**config.mk**
```make
export PLATFORM = sky130hd
export DESIGN_NAME = weighted_round_robin_arbiter
export DESIGN_NICKNAME = d
export VERILOG_FILES = /design/src/rtl/barrel_rotator_left.sv /design/src/rtl/barrel_rotator_right.sv /design/src/rtl/static_priority_arbiter.sv /design/src/rtl/weighted_round_robin_selector.sv /design/src/rtl/weighted_round_robin_arbiter.sv
export SDC_FILE = /design/constraint.sdc
export NUM_CORES = 1
export LEC_CHECK = 0
export BUFFER_PORTS_ARGS = -buffer_cell sky130_fd_sc_hd__buf_2
export CAP_MARGIN = 40
export CORE_MARGIN = 2
export CORE_UTILIZATION = 45
export CTS_CLUSTER_DIAMETER = 60
export CTS_CLUSTER_SIZE = 25
export DETAILED_ROUTE_END_ITERATION = 10
export PLACE_DENSITY = 0.66
export SLEW_MARGIN = 20
export SYNTH_ARGS = -nofsm -noshare
export SYNTH_HDL_FRONTEND = slang
export SYNTH_SLANG_ARGS = --single-unit
```
**constraint.sdc**
```tcl
create_clock -name clock -period 2.79 [get_ports clock]
set_input_delay 0.1395 -clock clock [delete_from_list [all_inputs] [get_ports clock]]
set_output_delay 0.1395 -clock clock [all_outputs]
set_load 0.005 [all_outputs]
```
**src/rtl/barrel_rotator_left.sv**
```systemverilog
// Rotates a SIZE-bit vector left by i_shift positions, wrapping modulo SIZE.
// i_shift must stay below SIZE.
module barrel_rotator_left #(
  parameter int SIZE  = 4,
  parameter int IDX_W = 2
) (
  input  logic [SIZE-1:0]  i_data,
  input  logic [IDX_W-1:0] i_shift,
  output logic [SIZE-1:0]  o_data
);
  logic [2*SIZE-1:0] w_doubled;

  assign w_doubled = {i_data, i_data} << i_shift;
  assign o_data    = w_doubled[2*SIZE-1:SIZE];
endmodule

```
**src/rtl/barrel_rotator_right.sv**
```systemverilog
// Rotates a SIZE-bit vector right by i_shift positions, wrapping modulo SIZE.
// i_shift must stay below SIZE.
module barrel_rotator_right #(
  parameter int SIZE  = 4,
  parameter int IDX_W = 2
) (
  input  logic [SIZE-1:0]  i_data,
  input  logic [IDX_W-1:0] i_shift,
  output logic [SIZE-1:0]  o_data
);
  logic [2*SIZE-1:0] w_doubled;

  assign w_doubled = {i_data, i_data} >> i_shift;
  assign o_data    = w_doubled[SIZE-1:0];
endmodule

```
**src/rtl/static_priority_arbiter.sv**
```systemverilog
// Fixed-priority pick: the lowest-numbered active request wins.
module static_priority_arbiter #(
  parameter int SIZE  = 4,
  parameter int IDX_W = 2
) (
  input  logic [SIZE-1:0]  i_requests,
  output logic [SIZE-1:0]  o_grant,
  output logic [IDX_W-1:0] o_index,
  output logic             o_found
);
  always_comb begin
    o_grant = '0;
    o_index = '0;
    o_found = 1'b0;
    for (int i = SIZE - 1; i >= 0; i--) begin
      if (i_requests[i]) begin
        o_grant    = '0;
        o_grant[i] = 1'b1;
        o_index    = IDX_W'(i);
        o_found    = 1'b1;
      end
    end
  end
endmodule

```
**src/rtl/weighted_round_robin_selector.sv**
```systemverilog
// Cyclic first-request search starting at i_pointer, wrapping at SIZE-1 back to 0.
module weighted_round_robin_selector #(
  parameter int SIZE  = 4,
  parameter int IDX_W = 2
) (
  input  logic [SIZE-1:0]  i_requests,
  input  logic [IDX_W-1:0] i_pointer,
  output logic [SIZE-1:0]  o_grant,
  output logic [IDX_W-1:0] o_index,
  output logic             o_found
);
  localparam logic [IDX_W:0] SIZE_W = SIZE[IDX_W:0];

  logic [SIZE-1:0]  w_rotated;
  logic [SIZE-1:0]  w_rotGrant;
  logic [IDX_W-1:0] w_rotIndex;
  logic [IDX_W:0]   w_sum;

  // Bring the pointer channel to bit 0, pick the lowest, then undo the rotation.
  barrel_rotator_right #(.SIZE(SIZE), .IDX_W(IDX_W)) u_rotIn (
    .i_data (i_requests),
    .i_shift(i_pointer),
    .o_data (w_rotated)
  );

  static_priority_arbiter #(.SIZE(SIZE), .IDX_W(IDX_W)) u_prio (
    .i_requests(w_rotated),
    .o_grant   (w_rotGrant),
    .o_index   (w_rotIndex),
    .o_found   (o_found)
  );

  barrel_rotator_left #(.SIZE(SIZE), .IDX_W(IDX_W)) u_rotOut (
    .i_data (w_rotGrant),
    .i_shift(i_pointer),
    .o_data (o_grant)
  );

  assign w_sum   = {1'b0, i_pointer} + {1'b0, w_rotIndex};
  assign o_index = (w_sum >= SIZE_W) ? IDX_W'(w_sum - SIZE_W) : w_sum[IDX_W-1:0];
endmodule

```
**src/rtl/weighted_round_robin_arbiter.sv**
```systemverilog
// Work-conserving weighted round-robin arbiter with a registered, handshaked grant.
// A channel keeps the grant for up to max(weight,1) accepted beats while it keeps requesting.
module weighted_round_robin_arbiter #(
  parameter int SIZE         = 4,
  parameter int WEIGHT_WIDTH = 4,
  localparam int IDX_W       = (SIZE > 1) ? $clog2(SIZE) : 1
) (
  input  logic                         clock,
  input  logic                         reset,
  input  logic [SIZE-1:0]              requests,
  input  logic [SIZE*WEIGHT_WIDTH-1:0] weights,
  output logic [SIZE-1:0]              grant,
  output logic [IDX_W-1:0]             grant_index,
  output logic                         grant_valid,
  input  logic                         grant_ready
);
  typedef enum logic {S_IDLE, S_GRANT} state_t;

  localparam logic [IDX_W-1:0] LAST = IDX_W'(SIZE - 1);

  state_t                  r_state, w_state;
  logic [IDX_W-1:0]        r_ptr, w_ptr;
  logic [WEIGHT_WIDTH-1:0] r_credit, w_credit;
  logic [SIZE-1:0]         r_grant, w_grant;
  logic [IDX_W-1:0]        r_index, w_index;
  logic                    r_valid, w_valid;

  logic [IDX_W-1:0]        w_curNext;
  logic [IDX_W-1:0]        w_selPtr;
  logic [SIZE-1:0]         w_selGrant;
  logic [IDX_W-1:0]        w_selIndex;
  logic                    w_found;
  logic [WEIGHT_WIDTH-1:0] w_winWeight;
  logic [WEIGHT_WIDTH-1:0] w_loadCredit;
  logic [WEIGHT_WIDTH-1:0] w_creditDec;

  // While granting, the search starts just past the served channel so it ends up lowest priority.
  assign w_curNext = (r_index == LAST) ? '0 : r_index + IDX_W'(1);
  assign w_selPtr  = (r_state == S_GRANT) ? w_curNext : r_ptr;

  weighted_round_robin_selector #(.SIZE(SIZE), .IDX_W(IDX_W)) u_selector (
    .i_requests(requests),
    .i_pointer (w_selPtr),
    .o_grant   (w_selGrant),
    .o_index   (w_selIndex),
    .o_found   (w_found)
  );

  always_comb begin
    w_winWeight = '0;
    for (int i = 0; i < SIZE; i++) begin
      if (w_selIndex == IDX_W'(i)) w_winWeight = weights[i*WEIGHT_WIDTH +: WEIGHT_WIDTH];
    end
  end

  assign w_loadCredit = (w_winWeight == '0) ? WEIGHT_WIDTH'(1) : w_winWeight;
  assign w_creditDec  = r_credit - WEIGHT_WIDTH'(1);

  always_comb begin
    w_state  = r_state;
    w_ptr    = r_ptr;
    w_credit = r_credit;
    w_grant  = r_grant;
    w_index  = r_index;
    w_valid  = r_valid;
    case (r_state)
      S_IDLE: begin
        if (w_found) begin
          w_state  = S_GRANT;
          w_grant  = w_selGrant;
          w_index  = w_selIndex;
          w_valid  = 1'b1;
          w_credit = w_loadCredit;
        end
      end
      S_GRANT: begin
        // Without a handshake the offered grant is held untouched.
        if (grant_ready) begin
          if ((w_creditDec != '0) && requests[r_index]) begin
            w_credit = w_creditDec;
          end else begin
            w_ptr = w_curNext;
            if (w_found) begin
              w_grant  = w_selGrant;
              w_index  = w_selIndex;
              w_credit = w_loadCredit;
            end else begin
              w_state  = S_IDLE;
              w_grant  = '0;
              w_index  = '0;
              w_valid  = 1'b0;
              w_credit = '0;
            end
          end
        end
      end
      default: w_state = S_IDLE;
    endcase
  end

  always_ff @(posedge clock or posedge reset) begin
    if (reset) begin
      r_state  <= S_IDLE;
      r_ptr    <= '0;
      r_credit <= '0;
      r_grant  <= '0;
      r_index  <= '0;
      r_valid  <= 1'b0;
    end else begin
      r_state  <= w_state;
      r_ptr    <= w_ptr;
      r_credit <= w_credit;
      r_grant  <= w_grant;
      r_index  <= w_index;
      r_valid  <= w_valid;
    end
  end

  assign grant       = r_grant;
  assign grant_index = r_index;
  assign grant_valid = r_valid;
endmodule

```
==> results of run 1 <==
-- worst paths after layout --
path	from	endpoint	slack (ns)	depth (start not counted)
max	grant_index[1]$_DFFE_PP0P_	r_credit[0]$_DFFE_PP0P_	0.16	8
min	weights[10]	r_credit[0]$_DFFE_PP0P_	0.21	4
max reg2reg	grant_index[1]$_DFFE_PP0P_	r_credit[0]$_DFFE_PP0P_	0.16	8
min reg2reg	grant[1]$_DFFE_PP0P_	grant[1]$_DFFE_PP0P_	0.47	2
max in group asynchronous	reset	grant[3]$_DFFE_PP0P_	1.99	3
min in group asynchronous	reset	grant_valid$_DFFE_PP0P_	0.44	3
-- worst reg2reg max path, delay by kind of cell, from the launching register on --
kind,cells,cell delay (ns)
AO/OA/AOI/OAI,3,0.71
adder cells (fa/ha/maj),1,0.38
multiplexers,2,0.54
flip-flops,1,0.44
AND/OR/NAND/NOR,2,0.49
-- flip-flops by register name (all words and copies together) (netlist names) --
signal       cells
grant_valid      1
r_ptr            2
r_state          1
grant            4
r_credit         4
grant_index      2
-- final cells by class --
type                            count  share of cell area
Clock buffer                        3              0.0154
Tap cell                           31              0.0266
Sequential cell                    14               0.240
Timing Repair Buffer               35               0.132
Inverter                            8              0.0206
Multi-Input combinational cell    112               0.566
-- synthesized netlist by cell type, types with 3 or more instances --
master,number
nor2_1,8
clkbuf_1,5
o22ai_1,4
a31o_2,3
ha_1,3
a32o_1,3
nand2_1,12
a22o_1,3
o22a_1,3
inv_1,8
mux2_2,3
o21ai_0,11
dfrtp_1,14
a21oi_1,8
a31oi_1,3
-- cells by family after synthesis --
logic type,Yosys count,synth area share
multiplexers,7,0.0797
AND/OR/NAND/NOR,38,0.161
AO/OA/AOI/OAI,63,0.382
XOR/XNOR,1,0.00706
buffers and inverters,16,0.0565
adder cells (fa/ha/maj),3,0.0303
flip-flops,14,0.283
-- metal layers --
metal,share of wire,track usage,up-vias
met2,0.44,0.307,42
met1,0.49,0.292,576
met5,0,0,-
met4,0.013,0.0748,0
met3,0.053,0.0300,4
li1,-,-,613
-- layout by cell type, fill, tap and decap left out, types with 3 or more instances in the layout --
cell type and instances:
nand2_1 12, a21oi_1 8, dfrtp_1 14, o22ai_1 4, a32o_1 3, a22o_1 3, mux2_2 3, buf_4 5
buf_2 29, o22a_1 3, ha_1 3, o21ai_0 11, nor2_1 8, a31o_2 3, a31oi_1 3, clkbuf_4 3
inv_1 8
-- power by group --
part / leakage [nW] / switching, W / internal, W
clock network: 0.0138 / 0.0000630 / 0.0000500
logic: 0.494 / 0.000587 / 0.000495
registers: 0.169 / 0.0000882 / 0.000289
total: 0.676 / 0.000738 / 0.000834
-- timing repair --
action                                 4_1_cts  5_1_grt
endpoints found under the hold margin       14        0
setup endpoints to repair                    0        4
gates resized for setup                      0        1
hold buffers                                 1        0
-- stage by stage --
step | setup WS [ns] | hold slack [ns] | power [W] | instances
finish | 0.165 | 0.213 | 0.00157 | 203
global placement | 0.223 | 0.209 | 0.00141 | 199
detailed placement | 0.109 | 0.213 | 0.00144 | 199
global route | 0.0206 | 0.216 | 0.00170 | 203
floorplan | 0.296 | 0.0287 | 0.00116 | 142
CTS | 0.0891 | 0.206 | 0.00156 | 203
==> impl_metrics.toml, run 1 <==
[final_layout]
areaGrowthSynthToFinish_pct = 17.8
stdcell_area_um2 = 1460
multi_input_area_um2 = 826
post_route_cells_drive_above_1_share = 0.291
seq_area_um2 = 350
nets = 200
final_util = 0.544
num-fill-cells = 273
n_antenna_cell = 0

[detailed_routing]
drcViolationCount = 0
drtIter0Drc = 38
wl_per_cell_um = 15.4
drtAntennaViolNets = 0
vias = 1235
vias_per_cell = 6.08
drt-total-wl_um = 3130
drt_pass1_iterations = 5

[logic_synthesis]
synth_top_area_frac = 0.283
async_flop_share = 1.00
syn-num-nets = 168
syn-cell-area_um2 = 1240
synth.yosys.seq_area_share = 0.283
synth-edff-count = 0
netlist_instances = 142
synth_seq_cells = 14
yosysTopAreaCell = "dfrtp_1"
ys_warn_count = 0
synth_area_leaders = "dfrtp_1 28%, o21ai_0 4.4%, nand2_1 3.6%"
synth_cell_type_count = 53
avgSynthCellArea_um2 = 8.73
synth-main-ff-cell = "dfrtp_1"

[pwr]
p_leak_nw = 0.676
peakVddDrop_v = 0.000533
powerDensity_nw_per_um2 = 1080

[timing]
final.setup_skew_ns = 0.00337
fin_crit_sh = 0.941
drv_slew = 0
finalSetupTns_ns = 0
hold_violations = 0
setup_violations = 0
slew_headroom = 0.576
rsz0062_at_grt = "false"
clock.fmax_mhz = 381
worst_slew_pin_slew_ns = 0.636
period_minus_slack_ns = 2.63

[global_routing]
grt_pass1_wl_um = 5210
grt_pass1_vias = 1154
grt_max_degree = 18
antenna_found_initial = 0
grt_overflow_total = 0
grtUsageTotal = 0.203

[clock_tree]
h-tree-depth = 1
cts_sinks = 14
root_buffer = "clkbuf_4"
cts_buffers = 3
cts_tree = "built"
path_clk_slew_ns = 0.08
cts_setup_buffers = 0
clock_path_buffers = 2
clock_latency_ns = 0.28

[floorplanning]
ios = 30
dieArea_um2 = 3190
die_x_um = 56.5
core_area_um2 = 2690
die_h_um = 56.5
initial_core_util = 0.462
row_count = 19

[place]
place_area_um2 = 1420
gp_congestion = 0.843
io_buffers = 29
place.detailed.hpwl_um = 2430

[critical_path]
critPathMaxStageDelay_ns = 0.44
critical_path.top_delay_family = "compound AO/OA/AOI/OAI gates"
cp-end-kind = "flip-flop"
worstPathRequired_ns = 3.00
critPathBufInv = 0
worst_path_max_delay_cell = "dfrtp_1"
cp_cell_sequence = "ha_1 > mux2i_4 > mux2i_1 > a211oi_4 > nor2_2 > a32o_1 > or3b_1 > o2bb2ai_2"
cp_max_fo = 10
cp-start-kind = "flip-flop"
path_class = "reg2reg"
arrival_ns = 2.84

[run]
maxCapViolations = 0

[hold_path]
hp-class = "in2reg"

[status]
status = "finished clean"
(Power assumes the default switching activity.)
==> inputs of run 2 (changes only) <==
--- a/config.mk
+++ b/config.mk
@@ -7,13 +7,15 @@
 export LEC_CHECK = 0
 export BUFFER_PORTS_ARGS = -buffer_cell sky130_fd_sc_hd__buf_2
 export CAP_MARGIN = 40
+export CORE_ASPECT_RATIO = 0.5
 export CORE_MARGIN = 2
 export CORE_UTILIZATION = 45
 export CTS_CLUSTER_DIAMETER = 60
 export CTS_CLUSTER_SIZE = 25
 export DETAILED_ROUTE_END_ITERATION = 10
-export PLACE_DENSITY = 0.66
+export PLACE_DENSITY = 0.65
 export SLEW_MARGIN = 20
 export SYNTH_ARGS = -nofsm -noshare
 export SYNTH_HDL_FRONTEND = slang
+export SYNTH_HIERARCHICAL = 1
 export SYNTH_SLANG_ARGS = --single-unit
==> run 2 against run 1 <==
Effect of this change: global-route usage is 0.71 points higher; flip-flop and latch count unchanged; fmax shrank 13%; combinational power grew 110%; clock power up 87%; cell area is 18% higher; largest power group unchanged; register-to-register slack lost 0.38 ns; first-iteration DRC count increased by 76%; the run now ends with setup timing left; clock-buffer cell count up 1; hold slack worse by 0.0095 ns; sequential share of layout area down 3.6 points.
==> impl_metrics.toml, run 2 <==
[status]
status = "finished with violations"
violations = "setup timing"

[logic_synthesis]
synth_top_area_frac = 0.267
synthMuxAreaShare = 0.334
synth-edff-count = 0
synth-adder-area-share = 0.0382
syn-cell-area_um2 = 1310
synth_common_cells = "14 x dfrtp_1, 14 x inv_1, 9 x nor2_1"
synth_seq_cells = 14
syn-num-nets = 142
synth_top_family_by_area = "multiplexers"
ys_warn_count = 6
synth_cell_type_count = 38
synth_area_leaders = "dfrtp_1 27%, mux4_1 16%, mux4_2 8.6%"
synthXorXnorAreaFrac = 0.0181
avgSynthCellArea_um2 = 11.4
async_flop_share = 1.00
netlist_instances = 115
yosysTopAreaCell = "dfrtp_1"
synth-main-ff-cell = "dfrtp_1"
synth.yosys.seq_area_share = 0.267
synthSimpleGateAreaFrac = 0.138
synth_compound_area_frac = 0.138

[floorplanning]
die_x_um = 80.3
core_area_um2 = 2680
row_count = 13
dieArea_um2 = 3380
die_h_um = 42.2
initial_core_util = 0.488
ios = 30

[detailed_routing]
drtAntennaViolNets = 0
drcViolationCount = 0
vias_per_cell = 5.69
vias = 1127
wl_per_cell_um = 17.1
drt_pass1_iterations = 4
drtIter0Drc = 67
drt-total-wl_um = 3380

[final_layout]
layout_common_cells = "29 x buf_2, 15 x buf_4, 13 x inv_1, 13 x mux4_2, 13 x dfrtp_1"
n_antenna_cell = 0
layout_commonest_cell = "buf_2"
nets = 189
num-fill-cells = 227
areaGrowthSynthToFinish_pct = 31.3
post_route_cells_drive_above_1_share = 0.534
seq_area_um2 = 352
final_util = 0.641
multi_input_area_um2 = 913

[timing]
hold-worst-slack_ns = 0.204
finalSetupTns_ns = -0.514
slew_headroom = 0.600
clock.fmax_mhz = 333
period_minus_slack_ns = 3.00
hold_violations = 0
drv_slew = 0
rsz0062_at_grt = "true"
fin_crit_sh = 1.08
setup_violations = 4
final.setup_skew_ns = 0.00616
worst_slew_pin_slew_ns = 0.599
setup_ws_ns = -0.212

[place]
place.detailed.hpwl_um = 2500
io_buffers = 29
gp_congestion = 0.762

[global_routing]
antenna_found_initial = 0
grt_pass1_wl_um = 5420
grt_max_degree = 15
grt_overflow_total = 0
grtUsageTotal = 0.210
grt_pass1_vias = 1118

[hold_path]
worstHoldEndpoint = "r_credit[0]$_DFFE_PP0P_"
hold_path_depth = 3
hp-start = "grant_ready"
hp-class = "in2reg"

[critical_path]
cp_max_fo = 5
cp-end-kind = "flip-flop"
worst_r2r_path_depth = 12
worstPathRequired_ns = 2.99
cp-start-kind = "flip-flop"
r2r_start = "grant_index[0]$_DFFE_PP0P_"
path_class = "reg2reg"
cp_cell_sequence = "ha_4 > mux2_4 > buf_6 > mux4_2 > nand2b_4 > a21oi_2 > ha_4 > xor3_2 > mux4_2 > nor3_2 > o221ai_1 > nand3_1"
worst_path_max_delay_cell = "dfrtp_2"
critPathMaxStageDelay_ns = 0.42
arrival_ns = 3.20
reg2reg_setup_slack_ns = -0.21
r2r_end = "r_credit[0]$_DFFE_PP0P_"

[pwr]
power_w = 0.00284
p_leak_nw = 0.796
powerDensity_nw_per_um2 = 1650
peakVddDrop_v = 0.000946

[clock_tree]
path_clk_slew_ns = 0.07
h-tree-depth = 1
cts_buffers = 3
clock_path_buffers = 2
cts_tree = "built"
clock_latency_ns = 0.26
root_buffer = "clkbuf_8"
cts_sinks = 14

[run]
maxCapViolations = 0
run 2: cell count changes after synthesis, sizes merged, moves of 3 or more:
cell   change
a22o       -3
inv        +6
mux2i      +4
mux4      +12
nand2      -8
nand3      +4
nor3       +4
o21ai      -9
o22a       -3
run 2: worst max-delay path by stage:
stage	startpoint	to	slack, ns	depth (start not counted)
floorplan	r_state$_DFF_PP0_	r_credit[0]$_DFFE_PP0P_	-0.22	12
global placement	grant_index[1]$_DFFE_PP0P_	r_credit[0]$_DFFE_PP0P_	-0.19	10
detailed placement	grant_index[1]$_DFFE_PP0P_	r_credit[0]$_DFFE_PP0P_	-0.27	10
CTS	grant_index[1]$_DFFE_PP0P_	r_credit[0]$_DFFE_PP0P_	-0.25	12
global route	grant_index[0]$_DFFE_PP0P_	r_credit[0]$_DFFE_PP0P_	-0.31	12
finish	grant_index[0]$_DFFE_PP0P_	r_credit[0]$_DFFE_PP0P_	-0.21	12
run 2: routing by layer:
metal,GRT usage,routed length [um],vias to the layer above
li1,-,-,538
met1,0.292,1620,562
met2,0.357,1650,25
met3,0.0280,99,2
met4,0.0407,18,0
met5,0,0,-
run 2: logic make-up (layout without fill, tap and decap cells):
logic type / Yosys count / count (layout)
buffers and inverters: 20 / 66
xor gates and xnor gates: 1 / 1
DFF: 14 / 14
adders and majority gates: 4 / 4
AOI/OAI and AO/OA: 22 / 22
and+or+nand+nor: 31 / 31
muxes: 23 / 23
run 2: critical path, delay by kind of cell (launching register included):
kind,cells,cell delay [ns]
AOI/OAI and AO/OA,2,0.29
xor gates and xnor gates,1,0.32
adders and majority gates,2,0.38
buffers and inverters,1,0.13
DFF,1,0.42
muxes,3,0.94
and+or+nand+nor,3,0.45
run 2: cell type report:
| type | instances | share of cell area |
|---|---|---|
| clock buffer | 4 | 0.0320 |
| inverter | 14 | 0.0305 |
| multi-input combinational | 81 | 0.531 |
| sequential | 14 | 0.204 |
| tap | 37 | 0.0269 |
| timing repair buffer | 48 | 0.175 |
run 2: per-stage QoR:
stage | setup WS (ns) | cells | instance area (um2)
floorplan | -0.217 | 115 | 1370
global placement | -0.192 | 189 | 1600
detailed placement | -0.269 | 189 | 1600
CTS | -0.250 | 197 | 1690
global route | -0.310 | 198 | 1720
finish | -0.212 | 198 | 1720
run 2: where the power goes:
group | switching [W] | internal [W] | leakage (nW)
clock | 0.0000857 | 0.000125 | 0.0288
sequential | 0.0000798 | 0.000298 | 0.168
combinational | 0.00101 | 0.00124 | 0.599
total | 0.00118 | 0.00166 | 0.796
run 2: timing repair:
item | CTS | global route
hold endpoints to repair | 14 | 0
endpoints found under the setup margin | 4 | 7
gates cloned | 0 | 0
pin swaps | 5 | 7
buffers inserted | 3 | 2
hold buffers | 1 | 0
resized for setup | 2 | 11
